===== src/rtl/matrix_scan_ctrl.sv =====
// Column-multiplexed 5x7 LED matrix driver showing a double-buffered 2-of-5 code word.
// Build option: define MATRIX_SCAN_BLANK_EN to insert an all-off BLANK state between columns.
module matrix_scan_ctrl #(
    parameter int unsigned PRESCALE     = 1000,
    parameter int unsigned BLANK_CYCLES = 4
) (
    input  logic       clock,
    input  logic       reset,
    input  logic       enable,
    input  logic       load,
    input  logic [4:0] code_in,
    output logic [4:0] col_n,
    output logic [6:0] row,
    output logic       code_err,
    output logic       frame_done
);

    localparam int unsigned MaxDwell = (PRESCALE > BLANK_CYCLES) ? PRESCALE : BLANK_CYCLES;
    localparam int unsigned CntW     = $clog2(MaxDwell) + 1;
    localparam logic [CntW-1:0] ScanLast = CntW'(PRESCALE - 1);
`ifdef MATRIX_SCAN_BLANK_EN
    localparam logic [CntW-1:0] BlankLast = CntW'(BLANK_CYCLES - 1);
`endif
    localparam logic [3:0] SymErr = 4'd10;

    typedef enum logic [1:0] {
        StIdle,
        StScan
`ifdef MATRIX_SCAN_BLANK_EN
        , StBlank
`endif
    } state_e;

    state_e          state_q, state_d;
    logic [2:0]      col_q, col_d;
    logic [CntW-1:0] cnt_q, cnt_d;
    logic            loaded_q, loaded_d;
    logic [4:0]      back_q, back_d;
    logic [4:0]      front_q, front_d;
    logic [4:0]      col_n_q, col_n_d;
    logic [6:0]      row_q, row_d;
    logic            code_err_q, code_err_d;
    logic            frame_done_q, frame_done_d;
    logic [2:0]      next_col;
    logic            boundary;
    logic [3:0]      sym_d;

    function automatic logic [3:0] decode(input logic [4:0] c);
        case (c)
            5'b11000: decode = 4'd0;
            5'b00011: decode = 4'd1;
            5'b00101: decode = 4'd2;
            5'b00110: decode = 4'd3;
            5'b01001: decode = 4'd4;
            5'b01010: decode = 4'd5;
            5'b01100: decode = 4'd6;
            5'b10001: decode = 4'd7;
            5'b10010: decode = 4'd8;
            5'b10100: decode = 4'd9;
            default:  decode = SymErr;
        endcase
    endfunction

    // Glyph words packed leftmost column in the MSBs; bit0 of each column is the top row.
    function automatic logic [6:0] glyph(input logic [3:0] sym, input logic [2:0] col);
        logic [34:0] g;
        case (sym)
            4'd0:    g = {7'h3E, 7'h51, 7'h49, 7'h45, 7'h3E};
            4'd1:    g = {7'h00, 7'h42, 7'h7F, 7'h40, 7'h00};
            4'd2:    g = {7'h42, 7'h61, 7'h51, 7'h49, 7'h46};
            4'd3:    g = {7'h21, 7'h41, 7'h45, 7'h4B, 7'h31};
            4'd4:    g = {7'h18, 7'h14, 7'h12, 7'h7F, 7'h10};
            4'd5:    g = {7'h27, 7'h45, 7'h45, 7'h45, 7'h39};
            4'd6:    g = {7'h3C, 7'h4A, 7'h49, 7'h49, 7'h30};
            4'd7:    g = {7'h01, 7'h71, 7'h09, 7'h05, 7'h03};
            4'd8:    g = {7'h36, 7'h49, 7'h49, 7'h49, 7'h36};
            4'd9:    g = {7'h06, 7'h49, 7'h49, 7'h29, 7'h1E};
            default: g = {7'h7F, 7'h49, 7'h49, 7'h49, 7'h41};
        endcase
        return g[(4 - int'(col)) * 7 +: 7];
    endfunction

    always_comb begin
        loaded_d = loaded_q | load;
        back_d   = load ? code_in : back_q;
        next_col = (col_q == 3'd4) ? 3'd0 : col_q + 3'd1;
        boundary = (state_q == StScan) && (col_q == 3'd4) && (cnt_q == ScanLast);
        // A load on the boundary cycle is forwarded straight into the front buffer.
        front_d  = ((state_q == StIdle) || boundary) ? back_d : front_q;

        state_d = state_q;
        col_d   = col_q;
        cnt_d   = cnt_q + CntW'(1);
        case (state_q)
            StIdle: begin
                cnt_d = '0;
                if (enable && loaded_d) begin
                    state_d = StScan;
                    col_d   = 3'd0;
                end
            end
            StScan: begin
                if (cnt_q == ScanLast) begin
                    cnt_d = '0;
`ifdef MATRIX_SCAN_BLANK_EN
                    state_d = StBlank;
`else
                    col_d = next_col;
`endif
                end
            end
`ifdef MATRIX_SCAN_BLANK_EN
            StBlank: begin
                if (cnt_q == BlankLast) begin
                    cnt_d   = '0;
                    state_d = StScan;
                    col_d   = next_col;
                end
            end
`endif
            default: begin
                state_d = StIdle;
                cnt_d   = '0;
            end
        endcase
        if (!enable) begin
            state_d = StIdle;
            cnt_d   = '0;
        end

        // Outputs are precomputed from next state so they leave the chip straight from flops.
        sym_d   = decode(front_d);
        col_n_d = 5'b11111;
        row_d   = '0;
        if (state_d == StScan) begin
            col_n_d = ~(5'b00001 << col_d);
            row_d   = glyph(sym_d, col_d);
        end
        frame_done_d = (state_d == StScan) && (col_d == 3'd4) && (cnt_d == ScanLast);
        // Nothing is displayed before the first load, so the all-zero reset code is not flagged.
        code_err_d   = loaded_d && (sym_d == SymErr);
    end

    always_ff @(posedge clock) begin
        if (reset) begin
            state_q      <= StIdle;
            col_q        <= 3'd0;
            cnt_q        <= '0;
            loaded_q     <= 1'b0;
            back_q       <= 5'b00000;
            front_q      <= 5'b00000;
            col_n_q      <= 5'b11111;
            row_q        <= 7'b0000000;
            code_err_q   <= 1'b0;
            frame_done_q <= 1'b0;
        end else begin
            state_q      <= state_d;
            col_q        <= col_d;
            cnt_q        <= cnt_d;
            loaded_q     <= loaded_d;
            back_q       <= back_d;
            front_q      <= front_d;
            col_n_q      <= col_n_d;
            row_q        <= row_d;
            code_err_q   <= code_err_d;
            frame_done_q <= frame_done_d;
        end
    end

    assign col_n      = col_n_q;
    assign row        = row_q;
    assign code_err   = code_err_q;
    assign frame_done = frame_done_q;

endmodule


===== config.mk =====
export PLATFORM = sky130hd
export DESIGN_NAME = matrix_scan_ctrl
export DESIGN_NICKNAME = d
export VERILOG_FILES = /design/src/rtl/matrix_scan_ctrl.sv
export SDC_FILE = /design/constraint.sdc
export NUM_CORES = 1
export LEC_CHECK = 0
export ABC_AREA = 1
export BUFFER_PORTS_ARGS = -buffer_cell sky130_fd_sc_hd__buf_2
export CELL_PAD_IN_SITES_DETAIL_PLACEMENT = 1
export CELL_PAD_IN_SITES_GLOBAL_PLACEMENT = 1
export CORE_UTILIZATION = 48
export CTS_BUF_LIST = sky130_fd_sc_hd__clkbuf_16
export CTS_CLUSTER_DIAMETER = 200
export CTS_CLUSTER_SIZE = 10
export DETAILED_ROUTE_END_ITERATION = 12
export PLACE_DENSITY_LB_ADDON = 0.3
export SETUP_SLACK_MARGIN = 0.2
export SLEW_MARGIN = 20
export SYNTH_ARGS = -nofsm -noshare
export SYNTH_HDL_FRONTEND = slang
export SYNTH_SLANG_ARGS = --single-unit

===== constraint.sdc =====
create_clock -name clock -period 15.9 [get_ports clock]
set_clock_uncertainty 0.15 [all_clocks]
set_input_delay 3.18 -clock clock [delete_from_list [all_inputs] [get_ports clock]]
set_output_delay 3.18 -clock clock [all_outputs]
set_load 0.01 [all_outputs]

==> impl_metrics.ini <==
[clock_network]
ctsResizeCount = 0
clk_latency_ps = 290
cts_buffers = 5
cts_num_sinks = 41
holdBufCountCts = 0
path_clk_slew_ps = 60
post_cts_buffers = 0
clock_path_buffers = 2
h-tree-depth = 2
tritoncts = yes
root_buffer = clkbuf_16

[sta]
hold_viol_final = 0
worst_pin_slew_ps = 1000
setup_violations = 0
max_freq_ghz = 0.102
rsz0062_at_grt = false
fin_crit_ps = 9780
fin_crit_sh_pct = 61.5
slew_headroom_pct = 33.1
drv_slew = 0
tns_ps = 0

[synth]
yosysUniqueCellTypes = 47
synthTopCellsByArea = nand2_1 (18%), dfxtp_1 (18%), nand3_1 (17%), ha_1 (8.9%), inv_1 (6.0%)
yosysTopAreaCell = nand2_1
syn_area_um2 = 4660
async_flop_share_pct = 0
synth-seq-cells = 41
synth_top_area_share_pct = 17.6
synth_sequential_area_ratio_pct = 17.6
syn-num-nets = 825
ys.flop_type = dfxtp_1
ys_warn_count = 0
synth.avg_cell_area_um2 = 5.97
synth_edf_count = 0
yosysMostFrequentCell = nand2_1
yosys-top-cells-count = nand2_1 (219), nand3_1 (157), inv_1 (75)
syn_inst = 781

[floorplanning]
fp.dieW_um = 101
start_util_pct = 50.0
die_area_um2 = 10100
io_pins = 23
die_h_um = 101
core_um2 = 9330
row_count = 35

[power]
cellPowerDensity_nw_per_um2 = 76.5
leakagePower_nw = 2.46
p_seq_share_pct = 28.4
clkPwrFrac_pct = 27.3
internal_power_mw = 0.214
swShare_pct = 43.2
ir_drop_uv = 52.6
power.switching_mw = 0.163
comb_power_share_pct = 44.4

[worst_setup_path]
cpMaxStageDelayCell = a21oi_4
cp_common_cell = nand2_1
end_kind = flip-flop
path_class = in2reg
cp-start-kind = input port
reg2regPathDepth = 31
cp.required_ps = 15950
crit_fanout = 51
slowest_delay_ps = 810
cp.arrival_ps = 9820

[global_route]
grt_pass1_wl_um = 27200
grt_pass1_vias = 5504
busiest_layer = met2
antenna_found_initial = 0
grt_max_degree = 52
met1_usage_pct = 41.8
met2_usage_pct = 59.7
grt_use_met3_pct = 4.30
grt_use_total_pct = 33.8
grt_overflow = 0

[run_status]
status = completed

[place]
gp_congestion = 0.943
port-buffer-count = 22
dp_hpwl_um = 12300
dpl_cell_area_um2 = 4770

[layout]
nNetsFinal = 826
fin_area_um2 = 4920
drive_above_1_share_pct = 10.7
num_antenna_cells = 0
area_growth_pct = 5.58

[route]
wl_per_cell_um = 17.6
drtPass1Iterations = 5
drcViolationCount = 0
drt_iter0_drc = 343
vias = 5315
vias_per_cell = 5.83
drt-total-wl_um = 16000
ant_nets = 0

[hold_path]
holdPathStages = 1
hold_path_class = reg2reg

[run]
maxCapViolations = 0
## worst paths after layout
check                                end      from  slack, ps
worst max-delay path              row[4]      load       6120
worst min register to register  cnt_q[0]  cnt_q[0]        320
worst min-delay path            cnt_q[0]  cnt_q[0]        320
worst max register to register    row[4]  cnt_q[0]       8620
## cell usage in the layout (no fill, tap or decap), types with 11 or more instances in the layout
cell,instances
a21oi_1,16
nand2_2,14
o21ai_0,12
nand3_2,11
nand3_1,157
inv_1,75
ha_1,33
nand2_1,219
nand4_1,24
dfxtp_1,41
buf_2,22
nor2_1,72
## final cells by class
cell class | instances | area [um2]
clock buffer | 5 | 125
clock inverter | 3 | 25.0
fill | 1355 | 4410
tap | 129 | 161
sequential | 41 | 821
inverter | 81 | 304
multi-input combinational | 628 | 3350
timing repair buffer | 25 | 133
## state kept, by name (all words and copies together), names as in the netlist
register / flops
back_q: 5
cnt_q: 11
code_err: 1
col_n: 5
col_q: 3
frame_done: 1
front_q: 5
loaded_q: 1
row: 7
state_q: 2
## power groups by stage
stage               Sequential (mW)  Combinational [mW]  Clock [mW]
CTS                           0.107               0.163       0.103
floorplan                     0.109               0.123           0
detailed placement            0.109               0.162           0
global route                  0.107               0.187       0.108
finish                        0.107               0.167       0.103
global placement              0.109               0.156           0
## cells by family after synthesis
family | synth area share [%]
AO/OA/AOI/OAI | 6.82
XOR/XNOR | 1.50
adder cells (fa/ha/maj) | 9.72
buffers and inverters | 10.5
flip-flops | 17.6
multiplexers | 0.429
other | 0.0804
AND/OR/NAND/NOR | 53.3
## critical path: cells and delay by family
kind | cells | cell delay [ps]
simple gates | 19 | 2600
fa+ha+maj | 4 | 1570
compound gates | 4 | 1440
buf+inv | 4 | 1010
## routing by layer
| metal | share of wire, % | vias to the layer above | wire, um |
|---|---|---|---|
| met2 | 49 | 146 | 7900 |
| li1 | - | 2562 | - |
| met3 | 5.1 | 35 | 816 |
| met4 | 2.8 | 0 | 451 |
| met5 | 0 | - | 0 |
| met1 | 43 | 2572 | 6870 |
## stage by stage
step / setup WS [ps] / util (%) / hold WS, ps / power, mW / instances
finish: 6120 / 52.8 / 321 / 0.377 / 912
global placement: 6490 / 51.2 / 300 / 0.265 / 904
floorplan: 8100 / - / 280 / 0.233 / 781
CTS: 6230 / 52.8 / 328 / 0.374 / 912
global route: 5490 / 52.8 / 342 / 0.402 / 912
detailed placement: 6050 / 51.2 / 314 / 0.271 / 904
(Power assumes the default switching activity.)
